<file path="src/rtl/execute_memory_unit_pkg.sv">
// Shared constants and access-size helpers for the EX/MEM pipeline register.
package execute_memory_unit_pkg;

  localparam int unsigned RA_WIDTH = 5;

  localparam logic [2:0] F3_B  = 3'b000;
  localparam logic [2:0] F3_H  = 3'b001;
  localparam logic [2:0] F3_W  = 3'b010;
  localparam logic [2:0] F3_BU = 3'b100;
  localparam logic [2:0] F3_HU = 3'b101;

  localparam logic [1:0] FWD_NONE   = 2'b00;
  localparam logic [1:0] FWD_MEM_WB = 2'b01;
  localparam logic [1:0] FWD_EX_MEM = 2'b10;

  function automatic logic is_byte_access(input logic [2:0] f3);
    return (f3 == F3_B) || (f3 == F3_BU);
  endfunction

  function automatic logic is_half_access(input logic [2:0] f3);
    return (f3 == F3_H) || (f3 == F3_HU);
  endfunction

  function automatic logic is_word_access(input logic [2:0] f3);
    return f3 == F3_W;
  endfunction

endpackage

</file>
<file path="src/rtl/execute_memory_unit_forwarding.sv">
// EX-hazard forwarding selects; EX/MEM result takes precedence over MEM/WB.
module forwarding_unit
  import execute_memory_unit_pkg::*;
#(
  parameter int unsigned REG_ADDR_WIDTH = RA_WIDTH
) (
  input  logic                      ex_mem_valid,
  input  logic                      ex_mem_reg_write,
  input  logic [REG_ADDR_WIDTH-1:0] ex_mem_write_register,
  input  logic                      mem_wb_reg_write,
  input  logic [REG_ADDR_WIDTH-1:0] mem_wb_write_register,
  input  logic [REG_ADDR_WIDTH-1:0] rs1,
  input  logic [REG_ADDR_WIDTH-1:0] rs2,
  output logic [1:0]                forward_a,
  output logic [1:0]                forward_b
);

  logic ex_mem_live;
  logic mem_wb_live;

  // x0 is hardwired to zero, so a write to it is never a forwarding source
  assign ex_mem_live = ex_mem_valid && ex_mem_reg_write && (ex_mem_write_register != '0);
  assign mem_wb_live = mem_wb_reg_write && (mem_wb_write_register != '0);

  always_comb begin
    forward_a = FWD_NONE;
    forward_b = FWD_NONE;
    if (ex_mem_live && (ex_mem_write_register == rs1)) begin
      forward_a = FWD_EX_MEM;
    end else if (mem_wb_live && (mem_wb_write_register == rs1)) begin
      forward_a = FWD_MEM_WB;
    end
    if (ex_mem_live && (ex_mem_write_register == rs2)) begin
      forward_b = FWD_EX_MEM;
    end else if (mem_wb_live && (mem_wb_write_register == rs2)) begin
      forward_b = FWD_MEM_WB;
    end
  end

endmodule

</file>
<file path="src/rtl/execute_memory_unit.sv">
// EX/MEM pipeline register: captures execute results, builds store strobes and
// lane-aligned store data, flags misaligned accesses and drives forwarding.
module execute_memory_unit
  import execute_memory_unit_pkg::*;
#(
  parameter int unsigned DATA_WIDTH     = 32,
  parameter int unsigned REG_ADDR_WIDTH = RA_WIDTH,
  parameter int unsigned COUNT_WIDTH    = 8
) (
  input  logic                      clk,
  input  logic                      reset,
  input  logic                      stall,
  input  logic                      flush,
  input  logic                      valid_in,
  input  logic [DATA_WIDTH-1:0]     alu_result_in,
  input  logic [DATA_WIDTH-1:0]     store_data_in,
  input  logic [REG_ADDR_WIDTH-1:0] write_register_in,
  input  logic [2:0]                funct3_in,
  input  logic                      reg_write_in,
  input  logic                      mem_read_in,
  input  logic                      mem_write_in,
  input  logic                      mem_to_reg_in,
  input  logic [REG_ADDR_WIDTH-1:0] id_ex_rs1,
  input  logic [REG_ADDR_WIDTH-1:0] id_ex_rs2,
  input  logic [REG_ADDR_WIDTH-1:0] mem_wb_write_register,
  input  logic                      mem_wb_reg_write,
  output logic                      valid_out,
  output logic [DATA_WIDTH-1:0]     alu_result_out,
  output logic [DATA_WIDTH-1:0]     store_data_out,
  output logic [3:0]                byte_strobe_out,
  output logic [REG_ADDR_WIDTH-1:0] write_register_out,
  output logic [2:0]                funct3_out,
  output logic                      reg_write_out,
  output logic                      mem_read_out,
  output logic                      mem_write_out,
  output logic                      mem_to_reg_out,
  output logic                      misaligned_out,
  output logic [COUNT_WIDTH-1:0]    misaligned_count,
  output logic [1:0]                forward_a,
  output logic [1:0]                forward_b
);

  logic                  is_byte;
  logic                  is_half;
  logic                  is_word;
  logic [1:0]            addr_lo;
  logic                  misaligned_c;
  logic [3:0]            strobe_c;
  logic [DATA_WIDTH-1:0] store_c;

  assign addr_lo = alu_result_in[1:0];

  // Size decode, misalignment, strobes and lane replication for the incoming op
  always_comb begin
    is_byte      = is_byte_access(funct3_in);
    is_half      = is_half_access(funct3_in);
    is_word      = is_word_access(funct3_in);
    misaligned_c = valid_in && (mem_read_in || mem_write_in) &&
                   ((is_half && addr_lo[0]) || (is_word && (addr_lo != 2'b00)));
    strobe_c     = 4'b0000;
    if (valid_in && mem_write_in && !misaligned_c) begin
      if (is_byte) begin
        strobe_c = 4'(4'b0001 << addr_lo);
      end else if (is_half) begin
        strobe_c = addr_lo[1] ? 4'b1100 : 4'b0011;
      end else if (is_word) begin
        strobe_c = 4'b1111;
      end
    end
    store_c = store_data_in;
    if (is_byte) begin
      store_c = {(DATA_WIDTH/8){store_data_in[7:0]}};
    end else if (is_half) begin
      store_c = {(DATA_WIDTH/16){store_data_in[15:0]}};
    end
  end

  // Flush beats stall; the misaligned counter survives flushes
  always_ff @(posedge clk or negedge reset) begin
    if (!reset) begin
      valid_out          <= 1'b0;
      alu_result_out     <= '0;
      store_data_out     <= '0;
      byte_strobe_out    <= 4'b0000;
      write_register_out <= '0;
      funct3_out         <= 3'b000;
      reg_write_out      <= 1'b0;
      mem_read_out       <= 1'b0;
      mem_write_out      <= 1'b0;
      mem_to_reg_out     <= 1'b0;
      misaligned_out     <= 1'b0;
      misaligned_count   <= '0;
    end else if (flush) begin
      valid_out          <= 1'b0;
      alu_result_out     <= '0;
      store_data_out     <= '0;
      byte_strobe_out    <= 4'b0000;
      write_register_out <= '0;
      funct3_out         <= 3'b000;
      reg_write_out      <= 1'b0;
      mem_read_out       <= 1'b0;
      mem_write_out      <= 1'b0;
      mem_to_reg_out     <= 1'b0;
      misaligned_out     <= 1'b0;
    end else if (!stall) begin
      valid_out          <= valid_in;
      alu_result_out     <= alu_result_in;
      store_data_out     <= store_c;
      byte_strobe_out    <= strobe_c;
      write_register_out <= write_register_in;
      funct3_out         <= funct3_in;
      reg_write_out      <= valid_in && reg_write_in && !misaligned_c;
      mem_read_out       <= valid_in && mem_read_in && !misaligned_c;
      mem_write_out      <= valid_in && mem_write_in && !misaligned_c;
      mem_to_reg_out     <= valid_in && mem_to_reg_in;
      misaligned_out     <= misaligned_c;
      if (misaligned_c && (misaligned_count != '1)) begin
        misaligned_count <= misaligned_count + COUNT_WIDTH'(1);
      end
    end
  end

  forwarding_unit #(
    .REG_ADDR_WIDTH(REG_ADDR_WIDTH)
  ) u_forwarding (
    .ex_mem_valid         (valid_out),
    .ex_mem_reg_write     (reg_write_out),
    .ex_mem_write_register(write_register_out),
    .mem_wb_reg_write     (mem_wb_reg_write),
    .mem_wb_write_register(mem_wb_write_register),
    .rs1                  (id_ex_rs1),
    .rs2                  (id_ex_rs2),
    .forward_a            (forward_a),
    .forward_b            (forward_b)
  );

endmodule

</file>
<file path="config.mk">
export PLATFORM = sky130hd
export DESIGN_NAME = execute_memory_unit
export DESIGN_NICKNAME = d
export VERILOG_FILES = /design/src/rtl/execute_memory_unit_pkg.sv /design/src/rtl/execute_memory_unit_forwarding.sv /design/src/rtl/execute_memory_unit.sv
export SDC_FILE = /design/constraint.sdc
export NUM_CORES = 1
export LEC_CHECK = 0
export BUFFER_PORTS_ARGS = -buffer_cell sky130_fd_sc_hd__buf_2
export CORE_ASPECT_RATIO = 0.9
export CORE_MARGIN = 2
export CORE_UTILIZATION = 35
export CTS_BUF_LIST = sky130_fd_sc_hd__clkbuf_4 sky130_fd_sc_hd__clkbuf_8
export CTS_CLUSTER_DIAMETER = 120
export DETAILED_ROUTE_END_ITERATION = 7
export GPL_TIMING_DRIVEN = 0
export PLACE_DENSITY = 0.68
export SYNTH_ARGS = -nofsm -noshare
export SYNTH_HDL_FRONTEND = slang
export SYNTH_SLANG_ARGS = --single-unit
</file>
<file path="constraint.sdc">
create_clock -name clk -period 1.9 [get_ports clk]
set_clock_uncertainty 0.1 [all_clocks]
set_input_delay 0.19 -clock clk [delete_from_list [all_inputs] [get_ports clk]]
set_output_delay 0.19 -clock clk [all_outputs]
set_load 0.02 [all_outputs]
</file>
### After elaboration in Yosys (flattened, before gate mapping)

Cells that the tools add are included.

| operators by class | value |
|---|---|
| add/sub/neg operators | 1 |
| equality and inequality tests | 10 |
| shifts and indexed selects | 1 |
| multiplexer cells | 33 |
| bitwise operators | 2 |
| reductions and logical operators | 29 |

Operators with widths:

| operator | count |
|---|---|
| $mux 32 | 6 |
| $mux 4 | 7 |
| $eq 5x5->1 | 4 |
| $logic_and 1x1->1 | 19 |
| $mux 1 | 14 |
| $mux 5 | 2 |
| $reduce_bool 5->1 | 2 |
| $add 8x1->8 const B | 1 |
| $ne 8x8->1 const B | 1 |
| $eq 3x3->1 const B | 2 |
| $mux 3 | 2 |
| $logic_or 1x1->1 | 4 |
| $mux 2 | 2 |
| $shl 1x2->4 const A | 1 |
| $eq 3x1->1 const B | 1 |
| $eq 3x2->1 const B | 1 |
| $logic_not 3->1 | 1 |
| $reduce_and 3->1 | 1 |
| $ne 2x1->1 const B | 1 |
| $not 1->1 | 2 |
| $reduce_bool 2->1 | 1 |
| $logic_not 1->1 | 1 |

| word-level totals | value |
|---|---|
| flip-flop bits (word level) | 90 |
| input port bits | 97 |
| output and inout bits | 94 |
| logic and storage cells | 88 |

### Logic depth before layout (Yosys ltp)

Gate-level depths: netlist of the first run.

| depth | value |
|---|---|
| depth in word-level cells | 10 |
| depth in mapped cells | 6 |
| depth with buffers taken out | 5 |

### By module

From an unflattened synthesis of the first run, not the netlist that was laid out.

| second synthesis, totals | value |
|---|---|
| cells, all modules | 421 |
| area total of the unflattened synthesis | 4,344.2 µm² |

Modules (own cells, without submodules):

| module | instances | cells each | area each (µm²) | seq. area each (µm²) |
|---|---|---|---|---|
| execute_memory_unit | 1 | 387 | 4,082.7 | 2,252.2 |
| forwarding_unit | 1 | 34 | 261.5 | 0.0 |

### Worst setup path before layout of the first run

Ideal clock, no wire load.

| timing path | value |
|---|---|
| kind | register to output |
| from | register write_register_out[3] |
| to | output port forward_a[0] |
| data arrival time | 1,880 ps |
| data required time | 1,610 ps |
| slack | -270 ps |
| stages on the path, launching flop included | 5 |
| buffers on the path | 0 |
| cell sequence | dfrtp_1 -> or4_1 -> o211ai_2 -> nor4_2 -> nor4_2 |

| between the ends | value |
|---|---|
| cells in the longest elaborated chain, start to end | 4 |
| elaborated cells between the ends (all ways) | 5 |
| those cells by class | eq/ne (1); mux (1); reduce/logical (3) |

RTL lines:

| what | line | RTL |
|---|---|---|
| from (decl) | execute_memory_unit.sv:31 | `output logic [REG_ADDR_WIDTH-1:0] write_register_out,` |
| from (signal assigned) | execute_memory_unit.sv:110 | `write_register_out <= write_register_in;` |
| $reduce_bool 5->1 | execute_memory_unit_forwarding.sv:22 | `assign ex_mem_live = ex_mem_valid && ex_mem_reg_write && (ex_mem_write_register != '0);` |
| $logic_and 1x1->1 | execute_memory_unit_forwarding.sv:22 |  |
| $logic_and 1x1->1 * | execute_memory_unit_forwarding.sv:28 | `if (ex_mem_live && (ex_mem_write_register == rs1)) begin` |
| $mux 2 * | execute_memory_unit_forwarding.sv:28 |  |
| to (decl) | execute_memory_unit.sv:39 | `output logic [1:0] forward_a,` |

Every way passes the cells marked *; elsewhere a longest branch is shown, timed or not.

### Final worst setup path of the first run

| timing path | value |
|---|---|
| from | register write_register_out[3] |
| to | output port forward_b[0] |

| between the ends | value |
|---|---|
| cells in the longest elaborated chain, start to end | 4 |
| elaborated cells between the ends (all ways) | 5 |
| those cells by class | eq/ne (1); mux (1); reduce/logical (3) |

RTL lines:

| what | line | RTL |
|---|---|---|
| $reduce_bool 5->1 | execute_memory_unit_forwarding.sv:22 |  |
| $logic_and 1x1->1 | execute_memory_unit_forwarding.sv:22 |  |
| $logic_and 1x1->1 * | execute_memory_unit_forwarding.sv:33 | `if (ex_mem_live && (ex_mem_write_register == rs2)) begin` |
| $mux 2 * | execute_memory_unit_forwarding.sv:33 |  |
| to (decl) | execute_memory_unit.sv:40 | `output logic [1:0] forward_b` |

Marked as above.

==> results of run 1 <==
worst max-delay path by stage:
stage | startpoint | slack (ps) | endpoint | cells after the start
finish | write_register_out[3] | -360 | forward_b[0] | 5
global route | write_register_out[3] | -430 | forward_a[0] | 5
CTS | write_register_out[3] | -370 | forward_b[0] | 5
detailed placement | write_register_out[3] | -6 | forward_b[0] | 5
global placement | reset | -480 | write_register_out[4] | 1
floorplan | write_register_out[3] | 7 | forward_a[0] | 4
cell families after synthesis:
family	count (synthesis)	share of synthesized area, %
xor gates and xnor gates	27	5.395
AOI/OAI and AO/OA	61	8.850
adders and majority gates	1	0.2854
and+or+nand+nor	137	14.42
buffers and inverters	30	2.883
DFF	90	51.38
muxes	73	16.79
layer usage:
| layer | part of all wire [%] | track usage (%) | wire [um] |
|---|---|---|---|
| met3 | 7.5 | 7.150 | 1035 |
| met2 | 48 | 34.48 | 6614 |
| met4 | 1.8 | 5.583 | 246 |
| met1 | 43 | 24.41 | 5912 |
| met5 | 0.094 | 0 | 13 |
sequential cells by signal, summed over array words and instances, names as in the netlist:
register,count
misaligned_out,1
reg_write_out,1
mem_write_out,1
store_data_out,32
funct3_out,3
byte_strobe_out,4
alu_result_out,32
valid_out,1
write_register_out,5
misaligned_count,8
mem_to_reg_out,1
mem_read_out,1
area by class of cell:
cell class	count	share of cell area (%)
Clock buffer	11	2.395
Sequential cell	90	35.68
Clock inverter	5	1.583
Buffer	27	1.821
Timing Repair Buffer	236	22.76
Antenna cell	1	0.03958
Multi-Input combinational cell	299	32.38
Tap cell	160	3.166
Inverter	3	0.1781
what timing repair did:
item / in CTS / in global routing
endpoints found under the hold margin: 79 / 0
hold buffers: 43 / 0
buffers inserted: 2 / 2
pin swaps: 1 / 1
resized for setup: 4 / 4
endpoints found under the setup margin: 4 / 7
cells in the mapped netlist:
cell type,number,area (sq um)
sky130_fd_sc_hd__a21o_1,9,67.56
sky130_fd_sc_hd__a21oi_1,19,95.09
sky130_fd_sc_hd__a22oi_1,1,7.510
sky130_fd_sc_hd__a32o_1,4,40.04
sky130_fd_sc_hd__a32oi_1,2,17.52
sky130_fd_sc_hd__and3_1,1,6.260
sky130_fd_sc_hd__and3b_1,1,8.760
sky130_fd_sc_hd__and4bb_1,1,12.51
sky130_fd_sc_hd__and4bb_2,1,12.51
sky130_fd_sc_hd__buf_1,2,7.510
sky130_fd_sc_hd__buf_2,11,55.05
sky130_fd_sc_hd__clkbuf_1,14,52.55
sky130_fd_sc_hd__dfrtp_1,90,2252
sky130_fd_sc_hd__ha_1,1,12.51
sky130_fd_sc_hd__inv_1,3,11.26
sky130_fd_sc_hd__mux2_4,1,15.01
sky130_fd_sc_hd__mux2i_1,72,720.7
sky130_fd_sc_hd__nand2_1,27,101.4
sky130_fd_sc_hd__nand2b_1,1,6.260
sky130_fd_sc_hd__nand3_1,7,35.03
sky130_fd_sc_hd__nand4_1,1,6.260
sky130_fd_sc_hd__nand4b_1,1,8.760
sky130_fd_sc_hd__nor2_1,77,289.0
sky130_fd_sc_hd__nor2_2,1,6.260
sky130_fd_sc_hd__nor2b_1,2,12.51
sky130_fd_sc_hd__nor3_1,4,20.02
sky130_fd_sc_hd__nor3b_1,1,7.510
sky130_fd_sc_hd__nor4_1,3,18.77
sky130_fd_sc_hd__nor4_2,4,50.05
sky130_fd_sc_hd__o211ai_2,1,12.51
sky130_fd_sc_hd__o21ai_0,16,80.08
sky130_fd_sc_hd__o21ai_1,8,40.04
sky130_fd_sc_hd__o32ai_4,1,27.53
sky130_fd_sc_hd__or4_1,4,30.03
sky130_fd_sc_hd__xnor2_1,6,52.55
sky130_fd_sc_hd__xor2_1,21,183.9
power by group through the flow:
stage                     registers, uW  logic [uW]  clock network [uW]
after floorplan                    2300         373                   0
after global placement             2170         887                   0
after detailed placement           2170         911                   0
after CTS                          2130         988                1670
after global routing               2150        1090                1760
final                              2140         997                1630
critical path, cell delays in order, from the launching register on:
cell,delay (ps)
sky130_fd_sc_hd__dfrtp_2,420
sky130_fd_sc_hd__or4_4,550
sky130_fd_sc_hd__o211ai_4,230
sky130_fd_sc_hd__nor4_2,110
sky130_fd_sc_hd__nor4_4,130
sky130_fd_sc_hd__buf_4,180
metrics by stage:
| step | TNS (ps) | instances |
|---|---|---|
| 2_1_floorplan | 0 | 419 |
| 3_3_place_gp | -28960 | 767 |
| 3_5_place_dp | -5.885 | 768 |
| 4_1_cts | -1209 | 829 |
| 5_1_grt | -1404 | 832 |
| 6_report | -1116 | 832 |
placed cells by master (no fill, tap or decap), types with 6 or more instances in the layout:
| master | n |
|---|---|
| sky130_fd_sc_hd__a21oi_1 | 19 |
| sky130_fd_sc_hd__nor2_1 | 77 |
| sky130_fd_sc_hd__buf_2 | 195 |
| sky130_fd_sc_hd__clkbuf_8 | 11 |
| sky130_fd_sc_hd__buf_4 | 8 |
| sky130_fd_sc_hd__dlygate4sd3_1 | 43 |
| sky130_fd_sc_hd__nand3_1 | 7 |
| sky130_fd_sc_hd__o21ai_0 | 16 |
| sky130_fd_sc_hd__dfrtp_1 | 87 |
| sky130_fd_sc_hd__o21ai_1 | 7 |
| sky130_fd_sc_hd__nand2_1 | 27 |
| sky130_fd_sc_hd__a21o_1 | 9 |
| sky130_fd_sc_hd__mux2i_1 | 72 |
| sky130_fd_sc_hd__clkbuf_1 | 14 |
| sky130_fd_sc_hd__xor2_1 | 21 |
| sky130_fd_sc_hd__xnor2_1 | 6 |
==> impl_summary.md, run 1 <==
CTS
The clock root buffer is sky130_fd_sc_hd__clkbuf_8. The insertion delay of the later-clocked pin in the worst-skew pair is 360 ps. CTS built an H-tree with a depth of 3. No sink is reached through more buffers than the 2 on the longest clock path. The number of clock buffers added by TritonCTS is 9. The clock transition at the register clock pins on the worst setup and hold paths after CTS is 80 ps. The TritonCTS clock tree is done. CTS saw 90 sinks.

Floorplan
The die is 122.0 um wide. The die height is 110.2 um. The initial cell density of the core is 36.15%. After floorplanning, the core was divided into 38 placement rows. The die outline area is 13,440 sq um. The area of the placeable core is 12,120 sq um.

Pin placement for this block handled 191 I/O pins.

Power
The analysis attributes to net switching a power of 1366 uW. The combinational cell fraction of total power is 20.9%. The internal power of the cells totals 3396 uW. The worst IR drop on VDD is 0.4153 mV. In this run, the clock network consumes 34.2% of the power. The total power per unit cell area is 753.2 nW/um^2. Power comes to 4762 uW. The leakage power is 0.003388 uW. Net switching is 28.68% of the power. Registers are responsible for 44.9% of the overall power.

Synth
Sequential cells were found to cover 51.38% of the synthesized design area. The number of library cell types mapped by synthesis is 36. Each instance of the synthesized netlist takes up on average 10.46 sq um. In this run the cell area of the synthesized design comes to 4383 sq um. Counting every net in the synthesized netlist gives 517.

The cell count after synthesis is 419. Synthesis inferred 90 register bits. The Yosys warning count is 0.

Setup path
Measured in cells, the most critical reg-to-reg path has a length of 5. The data arrival time of the critical path is 1970 ps. The worst register-to-register path ends at misaligned_count[1]. The required time of the critical path is 1610 ps. The launching element type of the critical path is a flip-flop. In this run the worst path has a maximum fanout of 2. The classification of the worst setup path is flip-flop to output port. STA classifies the critical path endpoint as an output port. In this run the critical register-to-register path is launched from misaligned_count[0]. In this run the register-to-register setup slack is 180 ps.

Timing
Setup repair after global routing could not meet its margin everywhere. Setup violations remaining at the end of the flow were counted as 4. The portion of the clock cycle consumed by the worst path in the final layout is 118.8%.

The achievable clock frequency is 442.9 MHz. Headroom to the max-slew limit came out at 59.13%. The max-slew violation total from the final report is 0. The count of final hold-check violations came to 0.

The post-layout worst setup margin is -357.9 ps. The routed design could run at a clock period as short as 2258 ps. The actual slew at the worst max-slew pin is 613.1 ps. Hold is met by 24.87 ps.

Finish
Summing all flip-flop and latch instances after layout gives 2256 sq um. In the final layout, the share of cells above drive strength 1 is 34.87%. Summing all multi-input logic gate instances after layout gives 2047 sq um. For this run, the post-layout net count is 764. The utilization of the core after routing is 52.15%.

The synthesis-to-layout area growth is 44.25%. Counting the fill cells in the layout gives 1,091. The cell area after layout is 6322 sq um.

Hold path
The worst min-delay path category is primary input to flip-flop. The hold-critical path depth is 3. The launch instance of the worst min-delay path is store_data_in[3]. The sink of the worst hold path is store_data_out[3].

Global routing
Global routing used 20.24% of the available tracks across all layers. The number of antenna violations at the first check in global routing is 2. The first-pass GRT wire length is 20.78 mm.

The via count of the first global-routing pass came to 4,118. The pin count of the biggest net entering global routing is 54. The remaining global-route overflow is 0.

Detailed routing
After detailed routing, the average wire length per cell comes to 16.61 um. The count of nets left with antenna violations after detail routing is 0. The wire length reported by the detailed router is 13.82 mm. In the routed design, unresolved DRC markers number 0.

The average vias per placed instance is 4.928. The number of iterations in the first detailed-routing pass is 5. After the first detailed-routing iteration, the DRC count stood at 213. The via total after detailed routing is 4,100.

Placement
The number of I/O port buffers is 188. The congestion estimate from routability-driven global placement came to 0.8339. The HPWL reported at the end of detailed placement is 9.607 mm. The worst setup slack after placement is -5.885 ps. Once placement finished, the instance area stood at 5574 sq um.

Outcome
The final reports fail on negative setup slack. The flow ran to the end, but the final reports show violations.

Flow run
Max-cap violations in this run came to 0.
Power figures use the tool's default switching activity.
==> run 2, diff against run 1 <==
--- a/config.mk
+++ b/config.mk
@@ -6,14 +6,15 @@
 export NUM_CORES = 1
 export LEC_CHECK = 0
 export BUFFER_PORTS_ARGS = -buffer_cell sky130_fd_sc_hd__buf_2
+export CELL_PAD_IN_SITES_DETAIL_PLACEMENT = 1
+export CELL_PAD_IN_SITES_GLOBAL_PLACEMENT = 2
 export CORE_ASPECT_RATIO = 0.9
-export CORE_MARGIN = 2
-export CORE_UTILIZATION = 35
+export CORE_UTILIZATION = 29
 export CTS_BUF_LIST = sky130_fd_sc_hd__clkbuf_4 sky130_fd_sc_hd__clkbuf_8
 export CTS_CLUSTER_DIAMETER = 120
 export DETAILED_ROUTE_END_ITERATION = 7
 export GPL_TIMING_DRIVEN = 0
-export PLACE_DENSITY = 0.68
+export PLACE_DENSITY = 0.88
 export SYNTH_ARGS = -nofsm -noshare
 export SYNTH_HDL_FRONTEND = slang
 export SYNTH_SLANG_ARGS = --single-unit
==> constraint.sdc (replaced) <==
create_clock -name clk -period 2.5 [get_ports clk]
set_clock_uncertainty 0.1 [all_clocks]
set_input_delay 0.25 -clock clk [delete_from_list [all_inputs] [get_ports clk]]
set_output_delay 0.25 -clock clk [all_outputs]
set_load 0.02 [all_outputs]
==> impl_summary.md, run 2 (synthesis results as in run 1) <==
Outcome
The run finished with clean final reports.

Placement
The HPWL reported at the end of detailed placement is 10.93 mm (+14%). The number of I/O port buffers is 188 (unchanged). The routability congestion estimate is 0.7839 (-6.0%).

Detailed routing
The count of nets left with antenna violations after detail routing is 0 (unchanged). The via total after detailed routing was 3,952 (-3.6%). The number of iterations in the first detailed-routing pass is 4 (-1). The wire length per cell was 17.44 um (+5.0%). The wire length reported by the detailed router was 14.63 mm (+5.9%). The count of routing violations after the opening detailed-route iteration is 124 (-42%).

The count of unresolved DRC violations after routing came to 0 (unchanged). The average vias per placed instance is 4.710 (-4.4%).

Setup path
The launching point of the worst reg2reg path is misaligned_count[0]. Among the stages of the critical path, the cell type that occurs most often is sky130_fd_sc_hd__nor4_2. The worst setup path is captured at an output port. The largest driver fanout on the critical path is 2 (unchanged). The family of cells with the greatest summed delay on the critical path is simple AND/OR/NAND/NOR gates. Among all stages on the critical path, the largest delay is contributed by sky130_fd_sc_hd__or4_4. The delay of the slowest cell on the worst path was 560 ps (about the same). The required time of the critical path is 2150 ps (+540 ps).

The data arrival time of the critical path came to 2000 ps (+30 ps). In this run the critical register-to-register path is captured at misaligned_count[1]. The launching element type of the critical path is a flip-flop.

The number of cells traversed by the worst register-to-register path is 5 (unchanged). The slack of the worst reg-to-reg path is 650 ps (+470 ps). Traced cell by cell, the critical path runs through or4_4, o211ai_4, nor4_2, nor4_2, buf_4. The critical path buffer and inverter count is 1 (unchanged). The classification of the worst setup path is flip-flop to output port.

Timing
The portion of the clock cycle consumed by the worst path in the final layout is 93.96%. The max-slew violation total from the final report came to 0 (unchanged). After layout, the minimum clock period comes to 2349 ps. The post-route setup TNS is 0 ps (+1116 ps).

The achievable clock frequency is 425.7 MHz. The setup-violating endpoint count in the final report is 0 (-4). The actual slew at the worst max-slew pin is 621.4 ps (+8.330 ps). Setup repair after global routing left no endpoint under its margin. The worst slew margin relative to its limit was 58.57% (-0.56 points). The count of final hold-check violations is 0 (unchanged).

Hold path
The sink of the worst hold path is alu_result_out[14]. The launch instance of the worst min-delay path is alu_result_in[14]. The hold-critical path depth was 3 (unchanged). The worst min-delay path category is primary input to flip-flop.

Power
The leakage power is 0.003208 uW (-5.3%). The worst IR drop on VDD came to 0.4331 mV (+4.3%). The combinational cell fraction of total power is 22.0% (+1.1 points). The fraction of power spent switching nets is 31.77% (+3.1 points).

The internal power is 2243 uW (-34%). The switching power of the nets is 1044 uW (-24%). The total power per unit cell area is 551.5 nW/um^2 (-27%). The sequential fraction of design power came to 49.3% (+4.4 points).

The post-route total power is 3287 uW (-31%). The clock network fraction of total power is 28.7% (-5.5 points).

Finish
Leaving out fill and tap cells, the most frequent cell in the layout is sky130_fd_sc_hd__buf_2. In the layout the commonest cells are sky130_fd_sc_hd__buf_2 (196), sky130_fd_sc_hd__dfrtp_1 (87), sky130_fd_sc_hd__nor2_1 (77). The share of layout cells above drive strength 1 came to 36.09% (+1.2 points). Compared with the post-synthesis result, the final layout area differs by 36.00%. In the final layout, the registers with the most flip-flops are alu_result_out (32), store_data_out (32), misaligned_count (8). The final net count is 733 (-4.1%). The utilization of the core after routing is 40.51% (-12 points).

Global routing
The number of antenna violations at the first check in global routing is 1 (-1). The first-pass GRT wire length is 23.69 mm (+14%). The combined global-route utilization of all metal layers is 19.69% (-0.55 points). The pin count of the biggest net entering global routing is 56 (+3.7%). The remaining global-route overflow is 0 (unchanged). The via count of the first global-routing pass was 4,322 (+5.0%).

CTS
The TritonCTS clock tree is done. The clock root buffer is sky130_fd_sc_hd__clkbuf_8. The TritonCTS buffer count is 9 (unchanged). The sink count of the clock tree came to 90 (unchanged). The clock transition at the register clock pins on the worst setup and hold paths after CTS is 90 ps (about the same). The buffer levels on the longest clock path was 2 (unchanged).

The insertion delay of the later-clocked pin in the worst-skew pair is 370 ps (about the same). The depth of the CTS H-tree is 3 (unchanged).

Floorplan
The initial cell density of the core was 29.79% (-6.4 points). The area of the placeable core is 14,710 sq um (+21%). The horizontal extent of the die is 131.6 um (+7.9%). The number of top-level pins was 191 (unchanged).

The die outline area is 15,610 sq um (+16%). The die height came to 118.6 um (+7.7%). The standard-cell row count came to 42 (+11%).

Flow run
The max-capacitance violation count is 0 (unchanged).
==> run 2: cell types whose count changed in the layout (fill, tap and decap cells not counted), sizes merged <==
cell / change
buf: -2
bufinv: -3
clkbuf: +1
clkinv: -1
clkinvlp: +3
dlygate4sd3: -29
==> run 2: per-layer routing <==
metal	GRT usage [%]	part of all wire (%)
met4	3.561	0.35
met3	6.864	6.6
met5	0	0
met1	24.19	43
met2	33.43	50
==> run 2: worst max-delay path by stage <==
stage	depth (start not counted)	startpoint	slack (ps)	endpoint
after floorplan	4	write_register_out[3]	270	forward_a[0]
after global routing	5	write_register_out[3]	70	forward_a[0]
after CTS	5	write_register_out[3]	110	forward_a[0]
after detailed placement	5	write_register_out[4]	330	forward_a[0]
final	5	write_register_out[3]	150	forward_a[0]
after global placement	1	reset	190	alu_result_out[13]
==> run 2: layout make-up <==
type / instances / area, sq um
Fill cell: 1758 / 8753
Antenna cell: 1 / 2.502
Inverter: 3 / 11.26
Multi-Input combinational cell: 299 / 2017
Clock inverter: 4 / 27.53
Tap cell: 198 / 247.7
Sequential cell: 90 / 2256
Clock buffer: 12 / 152.6
Buffer: 27 / 115.1
Timing Repair Buffer: 205 / 1131
==> run 2: worst reg2reg max path: stages (launching register included) <==
cell and delay [ps]:
sky130_fd_sc_hd__dfrtp_1 450, sky130_fd_sc_hd__ha_1 240, sky130_fd_sc_hd__nand3_1 100, sky130_fd_sc_hd__o21ai_1 420, sky130_fd_sc_hd__nor2_2 110, sky130_fd_sc_hd__mux2_4 310
==> run 2: metrics by stage <==
step | setup slack (ps) | instances | hold slack [ps] | cell area [sq um]
finish | 151.1 | 839 | 26.65 | 5961
CTS | 112.6 | 838 | 1.216 | 5958
detailed placement | 327.8 | 806 | 150.6 | 5602
global placement | 185.7 | 805 | 382.3 | 5572
global route | 67.33 | 838 | 4.422 | 5958
floorplan | 270.5 | 419 | -145.6 | 4383
==> run 2: timing repair <==
action / in CTS / in global routing
buffers inserted: 2 / 0
setup endpoints to repair: 2 / 0
hold endpoints to repair: 48 / 0
hold buffers: 14 / 0
resized for setup: 7 / 0
==> run 2: power by group through the flow <==
stage          Combinational, uW  Sequential (uW)  Clock [uW]
4_1_cts                      734             1620         989
3_3_place_gp                 678             1640           0
2_1_floorplan                280             1750           0
5_1_grt                      796             1630        1050
3_5_place_dp                 706             1650           0
6_report                     723             1620         945
